===== src/rtl/laplace_uart_rx_if.sv =====
// Received-byte bundle from the UART receiver to its consumer.
interface laplace_uart_rx_if #(
   parameter int W = 8
);
   logic [W-1:0] data_out;
   logic         data_valid;
   logic         frame_err;

   modport master (output data_out, data_valid, frame_err);
   modport slave  (input  data_out, data_valid, frame_err);
endinterface


===== src/rtl/laplace_uart_rx.sv =====
// 8N1 UART receiver for the LUT transmitter's tx line, plus an expected-character countdown.
// state | meaning
// IDLE  | waiting for rx_s low (start edge)
// START | checking the start bit at mid-bit
// DATA  | sampling payload bits at mid-bit, LSB first
// STOP  | sampling the stop bit; emits data_valid or frame_err
module laplace_uart_rx #(
   parameter int CLKS_PER_BIT = 16,
   parameter int DATA_BITS    = 8
) (
   input  logic                 clk,
   input  logic                 rst_n,
   input  logic                 ena,
   input  logic                 rx,
   input  logic                 load,
   input  logic [7:0]           load_count,
   laplace_uart_rx_if.master    bus,
   output logic [7:0]           chars_remaining,
   output logic                 done,
   output logic [3:0]           which_state
);
   localparam int TW = $clog2(CLKS_PER_BIT);
   localparam int BW = (DATA_BITS > 1) ? $clog2(DATA_BITS) : 1;
   localparam logic [TW-1:0] HALF_M1 = TW'(CLKS_PER_BIT / 2 - 1);
   localparam logic [TW-1:0] BIT_M1  = TW'(CLKS_PER_BIT - 1);
   localparam logic [BW-1:0] LAST_BIT = BW'(DATA_BITS - 1);

   typedef enum logic [3:0] {
      S_IDLE  = 4'd0,
      S_START = 4'd1,
      S_DATA  = 4'd2,
      S_STOP  = 4'd3
   } state_t;

   state_t                 state, state_nxt;
   logic                   rx_m, rx_s;
   logic [TW-1:0]          timer;
   logic [BW-1:0]          bit_cnt;
   logic [DATA_BITS-1:0]   shreg;
   logic [DATA_BITS-1:0]   data_q;
   logic                   valid_q, err_q;
   logic                   tick;
   logic                   start_frame, shift_bit, accept, reject;

   assign tick = (timer == '0);

   always_ff @(posedge clk or negedge rst_n) begin
      if (!rst_n) begin
         rx_m <= 1'b1;
         rx_s <= 1'b1;
      end else begin
         rx_m <= rx;
         rx_s <= rx_m;
      end
   end

   always_ff @(posedge clk or negedge rst_n) begin
      if (!rst_n) state <= S_IDLE;
      else        state <= state_nxt;
   end

   always_comb begin
      state_nxt = state;
      if (!ena) begin
         state_nxt = S_IDLE;
      end else begin
         case (state)
            S_IDLE:  if (!rx_s) state_nxt = S_START;
            S_START: if (tick) state_nxt = rx_s ? S_IDLE : S_DATA;
            S_DATA:  if (tick && (bit_cnt == LAST_BIT)) state_nxt = S_STOP;
            S_STOP:  if (tick) state_nxt = S_IDLE;
            default: state_nxt = S_IDLE;
         endcase
      end
   end

   always_comb begin
      start_frame = ena && (state == S_IDLE) && !rx_s;
      shift_bit   = ena && (state == S_DATA) && tick;
      accept      = ena && (state == S_STOP) && tick && rx_s;
      reject      = ena && (state == S_STOP) && tick && !rx_s;
   end

   // Timer first expires at mid start bit, then reloads for one full bit per sample.
   always_ff @(posedge clk or negedge rst_n) begin
      if (!rst_n) begin
         timer   <= '0;
         bit_cnt <= '0;
         shreg   <= '0;
         data_q  <= '0;
         valid_q <= 1'b0;
         err_q   <= 1'b0;
      end else begin
         valid_q <= accept;
         err_q   <= reject;
         if (start_frame) begin
            timer   <= HALF_M1;
            bit_cnt <= '0;
         end else if (ena && (state != S_IDLE)) begin
            timer <= tick ? BIT_M1 : timer - 1'b1;
         end
         if (shift_bit) begin
            shreg   <= {rx_s, shreg[DATA_BITS-1:1]};
            bit_cnt <= bit_cnt + 1'b1;
         end
         if (accept) data_q <= shreg;
      end
   end

   // A load in the same cycle as a valid byte takes precedence; that byte goes uncounted.
   always_ff @(posedge clk or negedge rst_n) begin
      if (!rst_n) begin
         chars_remaining <= 8'd0;
         done            <= 1'b0;
      end else if (load) begin
         chars_remaining <= load_count;
         done            <= (load_count == 8'd0);
      end else if (valid_q && (chars_remaining != 8'd0)) begin
         chars_remaining <= chars_remaining - 8'd1;
         done            <= (chars_remaining == 8'd1);
      end
   end

   assign bus.data_out   = data_q;
   assign bus.data_valid = valid_q;
   assign bus.frame_err  = err_q;
   assign which_state    = state;
endmodule


===== src/flat_wrapper.sv =====
// flat-port wrapper written by rule: the top's interface ports become plain ports
module laplace_uart_rx_flat 
#(
   parameter int CLKS_PER_BIT = 16,
   parameter int DATA_BITS    = 8
)
  (clk, rst_n, ena, rx, load, load_count, chars_remaining, done, which_state, bus_data_out, bus_data_valid, bus_frame_err);
  laplace_uart_rx_if #(.W(8)) bus_i ();
  input  logic clk;
  input  logic rst_n;
  input  logic ena;
  input  logic rx;
  input  logic load;
  input  logic [7:0] load_count;
  output logic [7:0] chars_remaining;
  output logic done;
  output logic [3:0] which_state;
  output wire logic [$bits(bus_i.data_out)-1:0] bus_data_out;
  output wire logic [$bits(bus_i.data_valid)-1:0] bus_data_valid;
  output wire logic [$bits(bus_i.frame_err)-1:0] bus_frame_err;
  assign bus_data_out = bus_i.data_out;
  assign bus_data_valid = bus_i.data_valid;
  assign bus_frame_err = bus_i.frame_err;
  laplace_uart_rx #(.CLKS_PER_BIT(CLKS_PER_BIT), .DATA_BITS(DATA_BITS)) u_core (.clk(clk), .rst_n(rst_n), .ena(ena), .rx(rx), .load(load), .load_count(load_count), .bus(bus_i), .chars_remaining(chars_remaining), .done(done), .which_state(which_state));
endmodule

===== config.mk =====
export PLATFORM = sky130hd
export DESIGN_NAME = laplace_uart_rx_flat
export DESIGN_NICKNAME = d
export VERILOG_FILES = /design/src/rtl/laplace_uart_rx_if.sv /design/src/rtl/laplace_uart_rx.sv /design/src/flat_wrapper.sv
export SDC_FILE = /design/constraint.sdc
export NUM_CORES = 1
export LEC_CHECK = 0
export CORE_UTILIZATION = 55
export CTS_CLUSTER_DIAMETER = 120
export CTS_CLUSTER_SIZE = 16
export DETAILED_ROUTE_END_ITERATION = 8
export DONT_BUFFER_PORTS = 1
export PLACE_DENSITY = 0.7
export SYNTH_ARGS = -nofsm -noshare
export SYNTH_HDL_FRONTEND = slang
export SYNTH_SLANG_ARGS = --single-unit

===== constraint.sdc =====
create_clock -name clk -period 4.3 [get_ports clk]
set_input_delay 0.43 -clock clk [delete_from_list [all_inputs] [get_ports clk]]
set_output_delay 0.43 -clock clk [all_outputs]
set_load 0.1 [all_outputs]

* After elaboration in Yosys (flattened, before gate mapping) *
Cells that the tools add are included.

cells by class
  divide/modulo/power cells = 0
  add/sub/neg operators = 3
  mux-type cells = 16
  equal/unequal tests = 9
  shift-type cells = 0
  $lt $le $gt $ge = 0
  $mul = 0
  bitwise operators = 0
  reductions and logical operators = 21

operators with widths
  cell                                                   number
  two-way mux 4 bit                                      8
  two-way mux 8 bit                                      2
  case mux 4 bit (4 select lines)                        1
  logical AND 1 bit                                      11
  inequality test 3 x 2 -> 1 bit, second input constant  3
  equality test 4 x 2 -> 1 bit, second input constant    2
  equality test 8 x 1 -> 1 bit, second input constant    1
  zero test 4 bit                                        2
  zero test 8 bit                                        1
  nonzero test 8 bit                                     1
  subtractor 8 x 1 -> 8 bit, second input constant       1
  two-way mux 3 bit                                      2
  nonzero test 2 bit                                     3
  equality test 4 x 1 -> 1 bit, second input constant    1
  AND reduction 4 bit                                    1
  nonzero test 4 bit                                     1
  subtractor 4 x 1 -> 4 bit, second input constant       1
  adder 3 x 1 -> 3 bit, second input constant            1
  equality test 3 bit, second input constant             1
  inequality test 3 bit, second input constant           1
  two-way mux 1 bit                                      2
  two-way mux 2 bit                                      1
  zero test 1 bit                                        1

storage, ports and cells
  register bits = 40
  bits in read-only memories = 0
  memories = 0
  bits in latches = 0
  bits in writable memories = 0
  output and inout bits = 23
  word-level logic and storage cells = 60

* Longest topological paths before layout *
Gate-level depths: netlist (run 1).

  word-level depth = 5
  mapped depth = 8
  mapped depth without buffers = 6

* Least setup slack after synthesis (run 1) *
OpenSTA, ideal clock, no wires.

  path kind = flip-flop to flip-flop
  start point = register u_core.chars_remaining[1]
  end point = register u_core.chars_remaining[1]
  clock period less this slack = 2.345 ns
  buffers on the path = 0
  setup slack = 1.955 ns
  required time = 4.175 ns
  cell stages (with the launch flop) = 7
  data arrival time = 2.220 ns
  cell sequence = dfrtp_1 -> inv_1 -> ha_1 -> nor3b_1 -> a21boi_1 -> mux2i_1 -> mux2_2

between the ends
  word-level cells in the longest chain between the ends = 3
  elaborated cells on any way between the ends = 6

RTL lines
  element                                                          line                                            RTL
  from (decl)                                                      laplace_uart_rx.sv:18                           output logic [7:0] chars_remaining,
  from (signal assigned)                                           laplace_uart_rx.sv:116                          chars_remaining <= load_count;
  from (signal assigned)                                           laplace_uart_rx.sv:119                          chars_remaining <= chars_remaining - 8'd1;
  subtractor 8 x 1 -> 8 bit or nonzero test 8 bit (tied branches)  laplace_uart_rx.sv:119, laplace_uart_rx.sv:118
  two-way mux 8 bit or logical AND 1 bit (tied branches)           laplace_uart_rx.sv:118                          end else if (valid_q && (chars_remaining != 8'd0)) begin
  two-way mux 8 bit or nonzero test 2 bit (tied branches)          n/a

Parallel ways exist; a longest one is shown, timed or not. The select of a mux whose other input is x is not followed.
A chain may end at the register's enable or synchronous reset.

* Worst setup path after layout (run 1) *
  start point = register u_core.chars_remaining[0]
  end point = register u_core.chars_remaining[1]

Same word-level chain as after synthesis.

==> impl_metrics.yaml, run 1 <==
synth:
  syn_inst: 157
  ys_types: 43
  synth_top_area_frac: 0.4990
  ys_warn_count: 0
  ys_seq_area_frac: 0.5281
  synth-seq-cells: 38
  synth_ff_type: "dfrtp_1"
  avgSynthCellArea_sq_um: 11.50
  synth_edf_count: 0
  syn_area_sq_um: 1805
  async_flop_share: 1.000
  synthTopCellsByArea: "dfrtp_1 (50%), mux2_2 (11%), ha_1 (4.2%), dfstp_2 (2.9%), nand2_1 (2.9%)"
  yosysMostFrequentCell: "dfrtp_1"
  synthTopCellsByCount: "dfrtp_1 (36), mux2_2 (18), nand2_1 (14)"
  yosys.area.top_type: "dfrtp_1"
clocking:
  clk_pin_slew_ns: 0.10
  cts.sinks: 38
  cts_buffer_depth: 2
  h-tree-depth: 2
  post_cts_buffers: 0
  root_buffer: "clkbuf_4"
  cts_buffers: 5
  insertion_delay_ns: 0.33
  tritoncts: "done"
floorplan:
  dieWidth_microns: 59.30
  rows: 20
  dieArea_sq_um: 3516
  design.core.area_sq_um: 3078
  io_pins: 36
  fp.dieH_microns: 59.30
  start_util: 0.5866
power:
  internal_power_uw: 481.7
  ir_worst_vdd_mv: 0.1891
  pwr_density_cell_nw_per_um2: 375.3
  power.total_uw: 712.3
  p_switching_uw: 230.6
  p_leak_nw: 0.8826
  pwr-share-clk: 0.260
  combPwrFrac: 0.092
  swShare: 0.3237
  seqPwrFrac: 0.649
critical_path:
  critPathRequiredTime_ns: 4.53
  cp-start-kind: "register"
  crit_type: "reg2reg"
  cp_max_fo: 5
  worstSetupEndpointType: "register"
  arrival_ns: 2.80
placement:
  port_buffers: 0
  dp_cells: 194
  gp_congestion: 0.7953
  placed_area_sq_um: 1808
  dp_slack_ns: 1.763
  hpwlAfterDp_mm: 2.136
finish:
  design_area_sq_um: 1898
  seq_area_sq_um: 953.4
  final_nets: 178
  drive_above_1_share: 0.2063
  instances_no_fill: 204
  utilization: 0.6167
  fillCellCount: 249
  multi_input_area_sq_um: 777.0
  syn_to_final_growth_pct: 5.128
  antenna_cells: 0
detailed_routing:
  num_vias: 1144
  drtAntennaViolNets: 0
  drt-vias-per-instance: 5.608
  wl_mm: 3.004
  wl_per_cell_microns: 14.73
  drc: 0
  dr.pass1.iters: 4
  drt_iter0_drc: 86
timing:
  hold_viol: 0
  finalCriticalPeriod_ns: 2.572
  relSlewSlack: 0.2590
  tns_ns: 0
  fin_worst_skew_ns: 0.005480
  tightest_slew_ns: 1.111
  drv_slew: 0
  fin_hold_ws_ns: 0.08053
  setup_ws_ns: 1.728
  fin_crit_sh: 0.5981
  setup_viol: 0
  max_freq_mhz: 388.8
  rsz0062_at_grt: "false"
min_path:
  worstHoldPathType: "in2reg"
flow_run:
  max_cap_violations: 0
global_route:
  grt_pass1_wl_mm: 5.092
  grt_usage: 0.2018
  grt_max_degree: 39
  grt_pass1_vias: 1133
  antenna_found_initial: 0
  grt_overflow: 0
status:
  outcome: "completed"
## critical path, stage by stage (launching register included)
cell and delay (ns):
dfrtp_1 1.03, inv_1 0.17, ha_1 0.28, nor3b_1 0.19, a21boi_1 0.41, mux2i_1 0.12
mux2_2 0.27
## power groups by stage
| stage | clock network (mW) | logic (mW) | registers (mW) |
|---|---|---|---|
| floorplan | 0 | 0.0568 | 0.461 |
| global placement | 0 | 0.0535 | 0.468 |
| detailed placement | 0 | 0.0559 | 0.469 |
| CTS | 0.195 | 0.0663 | 0.462 |
| global route | 0.210 | 0.0742 | 0.466 |
| finish | 0.185 | 0.0652 | 0.462 |
## layer usage
layer  global-route usage  up-vias  wire (microns)
li1                     -      554               -
met5                    0        -               0
met3              0.07205        7             170
met1               0.2222      556            1197
met4              0.09184        0              51
met2               0.3467       27            1585
## cell type report
| class | instances | share of cell area |
|---|---|---|
| Multi-Input combinational cell | 106 | 0.4094 |
| Timing Repair Buffer | 2 | 0.01582 |
| Tap cell | 44 | 0.02900 |
| Sequential cell | 38 | 0.5023 |
| Clock buffer | 7 | 0.02900 |
| Inverter | 6 | 0.01187 |
| Clock inverter | 1 | 0.002637 |
## path summary, 6_finish.rpt
path / from / endpoint / slack [ns] / cells past startpoint
worst max-delay path: u_core.chars_remaining[0] / u_core.chars_remaining[1] / 1.73 / 6
worst min-delay path: rx / u_core.rx_m / 0.08 / 0
worst max register to register: u_core.chars_remaining[0] / u_core.chars_remaining[1] / 1.73 / 6
worst min register to register: u_core.rx_m / u_core.rx_s / 0.36 / 0
max in group asynchronous: rst_n / u_core.rx_m / 3.50 / 2
min in group asynchronous: rst_n / u_core.chars_remaining[5] / 0.55 / 2
## cells by family after synthesis
| group | share of synthesized area |
|---|---|
| and+or+nand+nor | 0.1317 |
| DFF | 0.5281 |
| AOI/OAI and AO/OA | 0.1046 |
| muxes | 0.1289 |
| buffers and inverters | 0.04365 |
| adders and majority gates | 0.04158 |
| xor gates and xnor gates | 0.01941 |
| other | 0.002077 |
## registers in the layout (all words and copies together), names as in the netlist
signal                  count
u_core.which_state          2
u_core.done                 1
u_core.bit_cnt              3
u_core.shreg                8
u_core.chars_remaining      8
u_core.rx_s                 1
u_core.bus.data_out         8
u_core.rx_m                 1
u_core.timer                4
u_core.bus.data_valid       1
u_core.bus.frame_err        1
## placed cells by master (no fill, tap or decap), types with 3 or more instances in the layout
master / n
inv_1: 6
nor3_1: 4
ha_1: 6
nor2_1: 10
nand2_1: 14
mux2_2: 18
xnor2_1: 3
nand3_1: 3
mux2i_1: 3
dfrtp_1: 36
nor4_1: 3
o21ai_0: 8
a21oi_1: 5
clkbuf_4: 5
## repair_timing
| action | CTS | global route |
|---|---|---|
| hold buffers | 2 | 0 |
| gates resized for setup | 0 | 0 |
| hold endpoints to repair | 38 | 0 |
(Power assumes the default switching activity.)
==> run 2: changes to the inputs <==
==> constraint.sdc (replaced) <==
create_clock -name clk -period 2.59 [get_ports clk]
set_input_delay 0.259 -clock clk [delete_from_list [all_inputs] [get_ports clk]]
set_output_delay 0.259 -clock clk [all_outputs]
set_load 0.1 [all_outputs]
==> run 2 against run 1 <==
Total power is 67% higher. Cell area increased by 5.2%. Register-to-register slack lost 1.2 ns. Utilization grew 3.2 points. Via count grew 3.1%. Maximum frequency rose by 22%. Critical path type unchanged. Largest power group unchanged.
==> impl_metrics.yaml, run 2 (synthesis gave the netlist of run 1 again) <==
timing:
  relSlewSlack: 0.4010
  fin_crit_sh: 0.8142
  fin_worst_skew_ns: 0.01192
  rsz0062_at_grt: "false"
  tns_ns: 0
  setup_viol: 0
  drv_slew: 0
  finalCriticalPeriod_ns: 2.109
  setup_ws_ns: 0.4811
  tightest_slew_ns: 0.8986
  max_freq_mhz: 474.2
  hold_viol: 0
critical_path:
  worstSetupEndpointType: "register"
  crit_type: "reg2reg"
  critPathRequiredTime_ns: 2.82
  crit_path_max_incr_delay_ns: 0.58
  crit_buf_inv: 1
  crit_chain: "inv_1 -> ha_1 -> nor3b_2 -> and4b_1 -> mux2_2"
  cp_slowest_cell: "and4b_1"
  cp-start-kind: "register"
  cpLargestDelayFamily: "simple AND/OR/NAND/NOR gates"
  cp_max_fo: 13
  arrival_ns: 2.33
floorplan:
  fp.dieH_microns: 59.30
  dieWidth_microns: 59.30
  design.core.area_sq_um: 3078
  start_util: 0.5866
  io_pins: 36
  dieArea_sq_um: 3516
  rows: 20
finish:
  drive_above_1_share: 0.2543
  most-common-layout-cells: "dfrtp_1 (36), mux2_2 (18), nand2_1 (14), buf_4 (11), nor2_1 (10)"
  final_nets: 191
  instances_no_fill: 217
  syn_to_final_growth_pct: 10.60
  utilization: 0.6488
  layout_commonest_cell: "dfrtp_1"
  antenna_cells: 0
power:
  p_leak_nw: 0.9351
  power.total_mw: 1.190
  ir_worst_vdd_mv: 0.5129
  pwr_density_cell_nw_per_um2: 595.9
flow_run:
  max_cap_violations: 0
placement:
  dp_slack_ns: 0.4674
  port_buffers: 0
  dp_cells: 205
  hpwlAfterDp_mm: 2.301
  gp_congestion: 0.8152
detailed_routing:
  wl_mm: 3.075
  drt_iter0_drc: 36
  drc: 0
  wl_per_cell_microns: 14.17
  num_vias: 1179
  drt-vias-per-instance: 5.433
  drtAntennaViolNets: 0
  dr.pass1.iters: 4
clocking:
  cts.sinks: 38
  cts_resized: 0
  h-tree-depth: 2
  root_buffer: "clkbuf_4"
  cts_buffer_depth: 2
  tritoncts: "done"
  cts_buffers: 5
  clk_pin_slew_ns: 0.11
  insertion_delay_ns: 0.34
global_route:
  grt_pass1_wl_mm: 5.271
  antenna_found_initial: 0
  grt_max_degree: 39
  grt_overflow: 0
  grt_usage: 0.2041
  grt_pass1_vias: 1247
min_path:
  worstHoldPathType: "in2reg"
status:
  outcome: "completed"
run 2: changes by cell type in the layout (fill, tap and decap cells not counted):
cell / previous run / this run
dlygate4sd3_1: 1 / 3
clkinv_2: 1 / 0
clkinvlp_4: 0 / 2
clkbuf_8: 1 / 0
buf_4: 0 / 11
run 2: metal layers:
metal  wire length, microns  global-route usage
met1                   1281              0.2311
met2                   1582              0.3596
met3                    186             0.07860
met4                     25             0.05102
met5                      0                   0
run 2: final timing paths:
path                                  from                         to  slack [ns]  cells after the start
max in group asynchronous            rst_n                u_core.rx_m        1.97                      2
min                                   load  u_core.chars_remaining[0]        0.02                      1
max reg2reg                u_core.timer[0]            u_core.shreg[1]        0.48                      5
max                        u_core.timer[0]            u_core.shreg[1]        0.48                      5
min reg2reg                    u_core.rx_m                u_core.rx_s        0.36                      0
min in group asynchronous            rst_n          u_core.bit_cnt[0]        0.37                      2
run 2: metrics by stage:
step                instance area (sq um)  hold slack [ns]
detailed placement                   1891         -0.03571
global placement                     1891         -0.03566
global route                         1997          0.01388
CTS                                  1987         0.001263
finish                               1997          0.01927
floorplan                            1809         -0.03659
run 2: power breakdown:
| part | total [mW] | internal [mW] | leakage, nW | switching, mW |
|---|---|---|---|---|
| Sequential | 0.661 | 0.624 | 0.492 | 0.0378 |
| Clock | 0.290 | 0.106 | 0.0245 | 0.184 |
| Combinational | 0.239 | 0.0657 | 0.418 | 0.173 |
| Total | 1.19 | 0.795 | 0.935 | 0.395 |
run 2: cell type report:
class | count | area (sq um)
timing repair buffer | 15 | 132.6
tap | 44 | 55.05
fill | 259 | 1081
sequential | 38 | 953.4
clock inverter | 2 | 15.01
multi-input combinational | 106 | 777.0
clock buffer | 6 | 41.29
inverter | 6 | 22.52
run 2: what timing repair did:
item                      in CTS  in global routing
hold buffers                   3                  1
hold endpoints to repair      39                  1
buffers inserted               0                  0
